## src/rtl/multdiv_sequencer.sv

```systemverilog
// Iterative signed multiply/divide sequencer (one shift-add/shift-subtract step per clock).
// Build option: define MULTDIV_DIV_EN to include the restoring divider; otherwise DIV traps like divide-by-zero.
module multdiv_sequencer #(
    parameter int WIDTH = 32
) (
    input  logic             clock,
    input  logic             reset,
    input  logic             ctrl_MULT,
    input  logic             ctrl_DIV,
    input  logic             ctrl_flush,
    input  logic [WIDTH-1:0] data_operandA,
    input  logic [WIDTH-1:0] data_operandB,
    output logic [WIDTH-1:0] data_result,
    output logic             data_exception,
    output logic             data_resultRDY,
    output logic             stall
);
    localparam int CW = $clog2(WIDTH + 1);
    localparam int W2 = 2 * WIDTH;

    typedef enum logic [1:0] {S_IDLE, S_RUN, S_FIX, S_DONE} state_t;

    state_t          r_state, w_next;
    logic [CW-1:0]   r_count;
    logic            r_op_div;
    logic            r_neg;
    logic [WIDTH-1:0] r_m;
    logic [W2-1:0]   r_acc;
    logic [WIDTH-1:0] r_result;
    logic            r_exc;

    function automatic logic [WIDTH-1:0] f_abs(input logic [WIDTH-1:0] v);
        return v[WIDTH-1] ? -v : v;
    endfunction

    function automatic logic [WIDTH-1:0] f_cneg_w(input logic [WIDTH-1:0] v, input logic n);
        return n ? -v : v;
    endfunction

    function automatic logic [W2-1:0] f_cneg_2w(input logic [W2-1:0] v, input logic n);
        return n ? -v : v;
    endfunction

    // Product fits WIDTH bits only if the top WIDTH+1 bits are a pure sign extension.
    function automatic logic f_mul_ovf(input logic signed [W2-1:0] p);
        return p[W2-1:WIDTH-1] != {(WIDTH+1){p[WIDTH-1]}};
    endfunction

    logic w_start_mult, w_start_div, w_div_run, w_div_trap;
    logic w_last_iter;

    assign w_start_mult = (r_state == S_IDLE) && ctrl_MULT && !ctrl_flush;
    assign w_start_div  = (r_state == S_IDLE) && !ctrl_MULT && ctrl_DIV && !ctrl_flush;
`ifdef MULTDIV_DIV_EN
    assign w_div_run    = w_start_div && (data_operandB != '0);
`else
    assign w_div_run    = 1'b0;
`endif
    assign w_div_trap   = w_start_div && !w_div_run;
    assign w_last_iter  = (r_count == CW'(WIDTH - 1));

    // Multiply step: add multiplicand when the low multiplier bit is set, then shift right.
    logic [WIDTH:0]  w_msum;
    logic [W2-1:0]   w_mul_next;
    logic [W2-1:0]   w_iter;

    assign w_msum     = {1'b0, r_acc[W2-1:WIDTH]} + (r_acc[0] ? {1'b0, r_m} : '0);
    assign w_mul_next = {w_msum, r_acc[WIDTH-1:1]};

`ifdef MULTDIV_DIV_EN
    // Divide step: shift the next dividend bit into the remainder, subtract if it fits.
    logic [WIDTH:0]   w_trial, w_diff;
    logic             w_ge;
    logic [WIDTH-1:0] w_rem;
    logic [W2-1:0]    w_div_next;

    assign w_trial    = {r_acc[W2-1:WIDTH], r_acc[WIDTH-1]};
    assign w_diff     = w_trial - {1'b0, r_m};
    assign w_ge       = ~w_diff[WIDTH];
    assign w_rem      = w_ge ? w_diff[WIDTH-1:0] : w_trial[WIDTH-1:0];
    assign w_div_next = {w_rem, r_acc[WIDTH-2:0], w_ge};
    assign w_iter     = r_op_div ? w_div_next : w_mul_next;
`else
    assign w_iter     = w_mul_next;
`endif

    logic signed [W2-1:0]    w_prod_s;
    logic signed [WIDTH-1:0] w_quot_s;
    logic [WIDTH-1:0]        w_fix_result;
    logic                    w_fix_exc;

    assign w_prod_s     = $signed(f_cneg_2w(r_acc, r_neg));
    assign w_quot_s     = $signed(f_cneg_w(r_acc[WIDTH-1:0], r_neg));
    assign w_fix_result = r_op_div ? w_quot_s : w_prod_s[WIDTH-1:0];
    assign w_fix_exc    = r_op_div ? (!r_neg && r_acc[WIDTH-1]) : f_mul_ovf(w_prod_s);

    always_ff @(posedge clock or negedge reset) begin
        if (!reset) r_state <= S_IDLE;
        else        r_state <= w_next;
    end

    always_comb begin
        w_next = r_state;
        case (r_state)
            S_IDLE: begin
                if (w_start_mult || w_div_run) w_next = S_RUN;
                else if (w_div_trap)           w_next = S_DONE;
            end
            S_RUN: begin
                if (ctrl_flush)       w_next = S_IDLE;
                else if (w_last_iter) w_next = S_FIX;
            end
            S_FIX:   w_next = ctrl_flush ? S_IDLE : S_DONE;
            S_DONE:  w_next = S_IDLE;
            default: w_next = S_IDLE;
        endcase
    end

    always_ff @(posedge clock or negedge reset) begin
        if (!reset) begin
            r_count  <= '0;
            r_op_div <= 1'b0;
            r_neg    <= 1'b0;
            r_m      <= '0;
            r_acc    <= '0;
            r_result <= '0;
            r_exc    <= 1'b0;
        end else if (w_start_mult) begin
            r_count  <= '0;
            r_op_div <= 1'b0;
            r_neg    <= data_operandA[WIDTH-1] ^ data_operandB[WIDTH-1];
            r_m      <= f_abs(data_operandA);
            r_acc    <= {{WIDTH{1'b0}}, f_abs(data_operandB)};
        end else if (w_div_run) begin
            r_count  <= '0;
            r_op_div <= 1'b1;
            r_neg    <= data_operandA[WIDTH-1] ^ data_operandB[WIDTH-1];
            r_m      <= f_abs(data_operandB);
            r_acc    <= {{WIDTH{1'b0}}, f_abs(data_operandA)};
        end else if (w_div_trap) begin
            r_result <= '0;
            r_exc    <= 1'b1;
        end else if (r_state == S_RUN && !ctrl_flush) begin
            r_acc    <= w_iter;
            r_count  <= r_count + CW'(1);
        end else if (r_state == S_FIX && !ctrl_flush) begin
            r_result <= w_fix_result;
            r_exc    <= w_fix_exc;
        end
    end

    assign data_result    = r_result;
    assign data_exception = r_exc;
    assign data_resultRDY = (r_state == S_DONE);
    assign stall          = ((r_state == S_IDLE) && (ctrl_MULT || ctrl_DIV))
                            || (r_state == S_RUN) || (r_state == S_FIX);
endmodule

```

## config.mk

```make
export PLATFORM = sky130hd
export DESIGN_NAME = multdiv_sequencer
export DESIGN_NICKNAME = d
export VERILOG_FILES = /design/src/rtl/multdiv_sequencer.sv
export SDC_FILE = /design/constraint.sdc
export NUM_CORES = 1
export LEC_CHECK = 0
export CAP_MARGIN = 10
export CORE_ASPECT_RATIO = 0.8
export CORE_MARGIN = 4
export CORE_UTILIZATION = 53
export DETAILED_ROUTE_END_ITERATION = 7
export PLACE_DENSITY = 0.78
export RECOVER_POWER = 25
export SYNTH_ARGS = -nofsm -noshare
export SYNTH_HDL_FRONTEND = slang
export SYNTH_SLANG_ARGS = --single-unit
```

## constraint.sdc

```tcl
create_clock -name clock -period 3.3 [get_ports clock]
set_clock_uncertainty 0.1 [all_clocks]
set_input_delay 0.825 -clock clock [delete_from_list [all_inputs] [get_ports clock]]
set_output_delay 0.825 -clock clock [all_outputs]
set_load 0.005 [all_outputs]
```

==> results.txt <==
TritonCTS clock tree -> done
Core Box Area -> 0.0183 mm^2
Worst Setup Path Type -> input port to register
Clk pin slew, worst setup/hold paths -> 0.06 ns
Cts bufs inserted -> 17
Setup WS pre-CTS -> -0.995 ns
Grt total ovfl -> 0
Starting density of the core -> 54.3%
Period utilization -> 105%
Most frequent cells in the layout -> buf_4 (163), nand2_1 (158), o21ai_0 (157)
Most common cell after layout, fill and taps aside -> buf_4
Slew Viols, Final -> 0
Vias in the first global route -> 9243
Max rail drop VDD -> 0.539 mV
Netlist cell types -> 69
Number of enable flip-flop cells after synthesis -> 0
Post-synthesis compound-gate area fraction -> 22.6%
Ant. Diodes -> 0
DRT iter0 DRCs -> 1012
Die ar. -> 0.0210 mm^2
Slew @ Worst Pin -> 1.50 ns
CP arrival -> 3.70 ns
CP Launch Type -> input port
Met3 routed WL -> 3180 um
Failing checks -> max-capacitance violations, negative setup slack
Synth Area in Simple Gates -> 19.6%
Share of layout cells above drive strength 1 -> 21.0%
Top layer used by detailed routing -> met4
Worst Slack Setup Final -> -0.176 ns
RSZ-0062 raised after global routing -> true
Slew HR -> 0.134%
Mapped Nets -> 1271
Final Hold Fails -> 0
Dpl hpwl -> 21700 um
Final min period -> 3.48 ns
Worst-skew pair later-pin latency -> 0.44 ns
Clock root cell -> clkbuf_16
GP Congestion -> 0.957
Largest family of logic cells by synthesized area -> compound AO/OA/AOI/OAI gates
PortBufs -> 103
Outcome -> finished with violations
Routed vias -> 10100
Area Overhead vs Synth -> 35.0%
H-tree levels -> 4
Chip Width -> 161 um
Register area share after synthesis -> 34.8%
Placed inst area -> 0.0124 mm^2
Clock buffer depth -> 2
Routed Antenna Nets -> 0
Post-route cell area -> 0.0134 mm^2
Number of remaining DRC errors -> 0
Initial antenna violation count -> 0
Post-synthesis mux area share -> 1.71%
Total GRT Usage -> 27.8%
Die H -> 130 um
Synth Cell Area -> 0.00993 mm^2
#FFs+latches synth -> 138
Mapped Cells -> 1165
Pwr/cell area -> 823 mW/mm^2
Drt total wl -> 30000 um
Worst Reg-to-Reg Cells -> 12
Final Net Count -> 1504
Mapped Avg Cell Area -> 8.52 um^2
Met2 WL -> 13000 um
Setup crit end kind -> register
Top Ports -> 104
Largest net degree at the start of global routing -> 61
Leak Pwr -> 0.00584 uW
Max Fclk -> 288 MHz
Hold_buf cts -> 0
Wire per inst -> 18.0 um
Drt first pass iters -> 6
Metal-1 WL -> 13300 um
Rows -> 44
Synth Area in XOR/XNOR -> 13.2%
Worst-path fanout max -> 3
Number of clock sinks -> 138
Adder-cell share of the synthesized area -> 4.74%
Total power -> 11000 uW
Hold Path Cell Cnt -> 2
CP required -> 3.52 ns
Via density -> 6.06
Hold Path Class -> register to register
First-pass GRT wire length -> 47200 um
Ys flop type -> dfrtp_1
Synth warn -> 0
Max cap viols -> 1
Final setup viols -> 10
Async SR Flop Fraction -> 100%
## critical path: stages
cell and delay, ns:
buf_6 0.09, or4_4 0.52, or2_4 0.24, or4_4 0.49
or4_4 0.43, or3_4 0.35, buf_4 0.15, buf_6 0.12
o41ai_4 0.22, xor2_1 0.18, o21ai_1 0.08
## Yosys cell counts, drive strengths merged (5+ instances only)
master	number	area (um^2)
a31oi	7	43.8
dfrtp	138	3450
xnor2	38	333
inv	20	75.1
a211oi	6	45.0
o21a	5	37.5
ha	36	450
mux2i	17	170
nand2	160	601
nor2b	9	56.3
nand3b	8	60.1
nor3	20	100
nor4	22	138
nor2	35	131
and2	34	213
buf	8	42.5
a21oi	36	180
or3	19	131
xor2	112	981
or2	8	50.1
and3	6	37.5
nand3	16	80.1
o31ai	34	255
or4	17	135
o21ai	176	881
a22oi	22	165
a21o	14	105
nand4	11	68.8
o41ai	24	218
clkbuf	54	214
## registers in the layout, indices dropped and copies added, names as in the netlist
| signal | cells |
|---|---|
| r_acc | 64 |
| r_count | 6 |
| r_neg | 1 |
| r_m | 32 |
| r_state | 2 |
| data_result | 32 |
| data_exception | 1 |
## timing repair
item | CTS | global route
gates resized for setup | 55 | 66
setup endpoints to repair | 19 | 22
setup buffers | 5 | 6
cloned | 0 | 1
pin swaps | 31 | 35
## worst paths after layout
check                             startpoint        endpoint  slack, ns
max reg2reg                        r_acc[13]  data_exception      -0.08
min                                   r_m[7]          r_m[7]       0.37
min reg2reg                           r_m[7]          r_m[7]       0.37
max in group asynchronous              reset        r_acc[0]       0.37
max                        data_operandA[11]         r_m[29]      -0.18
min in group asynchronous              reset      r_count[4]       0.63
## cell type report
class                   instances  area [um^2]
well taps                     253          317
clock inverters                14          125
multi-input cells             945         6600
repair buffers                276         2380
inverters                      20         75.1
flip-flops and latches        138         3450
clock buffers                  18          439
fillers                      1349         4880
## routing by layer
layer  vias to the layer above  track usage [%]
li1                       4736                -
met5                         -                0
met3                        54             6.74
met4                         0             6.82
met2                       481             41.9
met1                      4816             40.7
## stage by stage
step	setup TNS, ns	std cells	hold WS, ns	utilization, %
final	-0.723	1664	0.371	73.3
after global routing	-3.62	1664	0.389	73.3
after CTS	-1.17	1657	0.272	71.4
after detailed placement	-11.71	1620	0.363	67.6
after global placement	-10.47	1620	0.353	67.6
after floorplan	-1.93	1165	0.341	-
## report_power, final
group	leakage [uW]	switching, uW	internal [uW]
combinational	0.00379	3260	2870
clock	0.000274	843	1010
sequential	0.00178	683	2370
## logic make-up after synthesis
family,after synthesis
mux,17
compound gates,359
buf+inv,82
simple gates,382
fa+ha+maj,37
xor+xnor,150
flops,138
No activity file was read; power rests on OpenSTA's default activity.
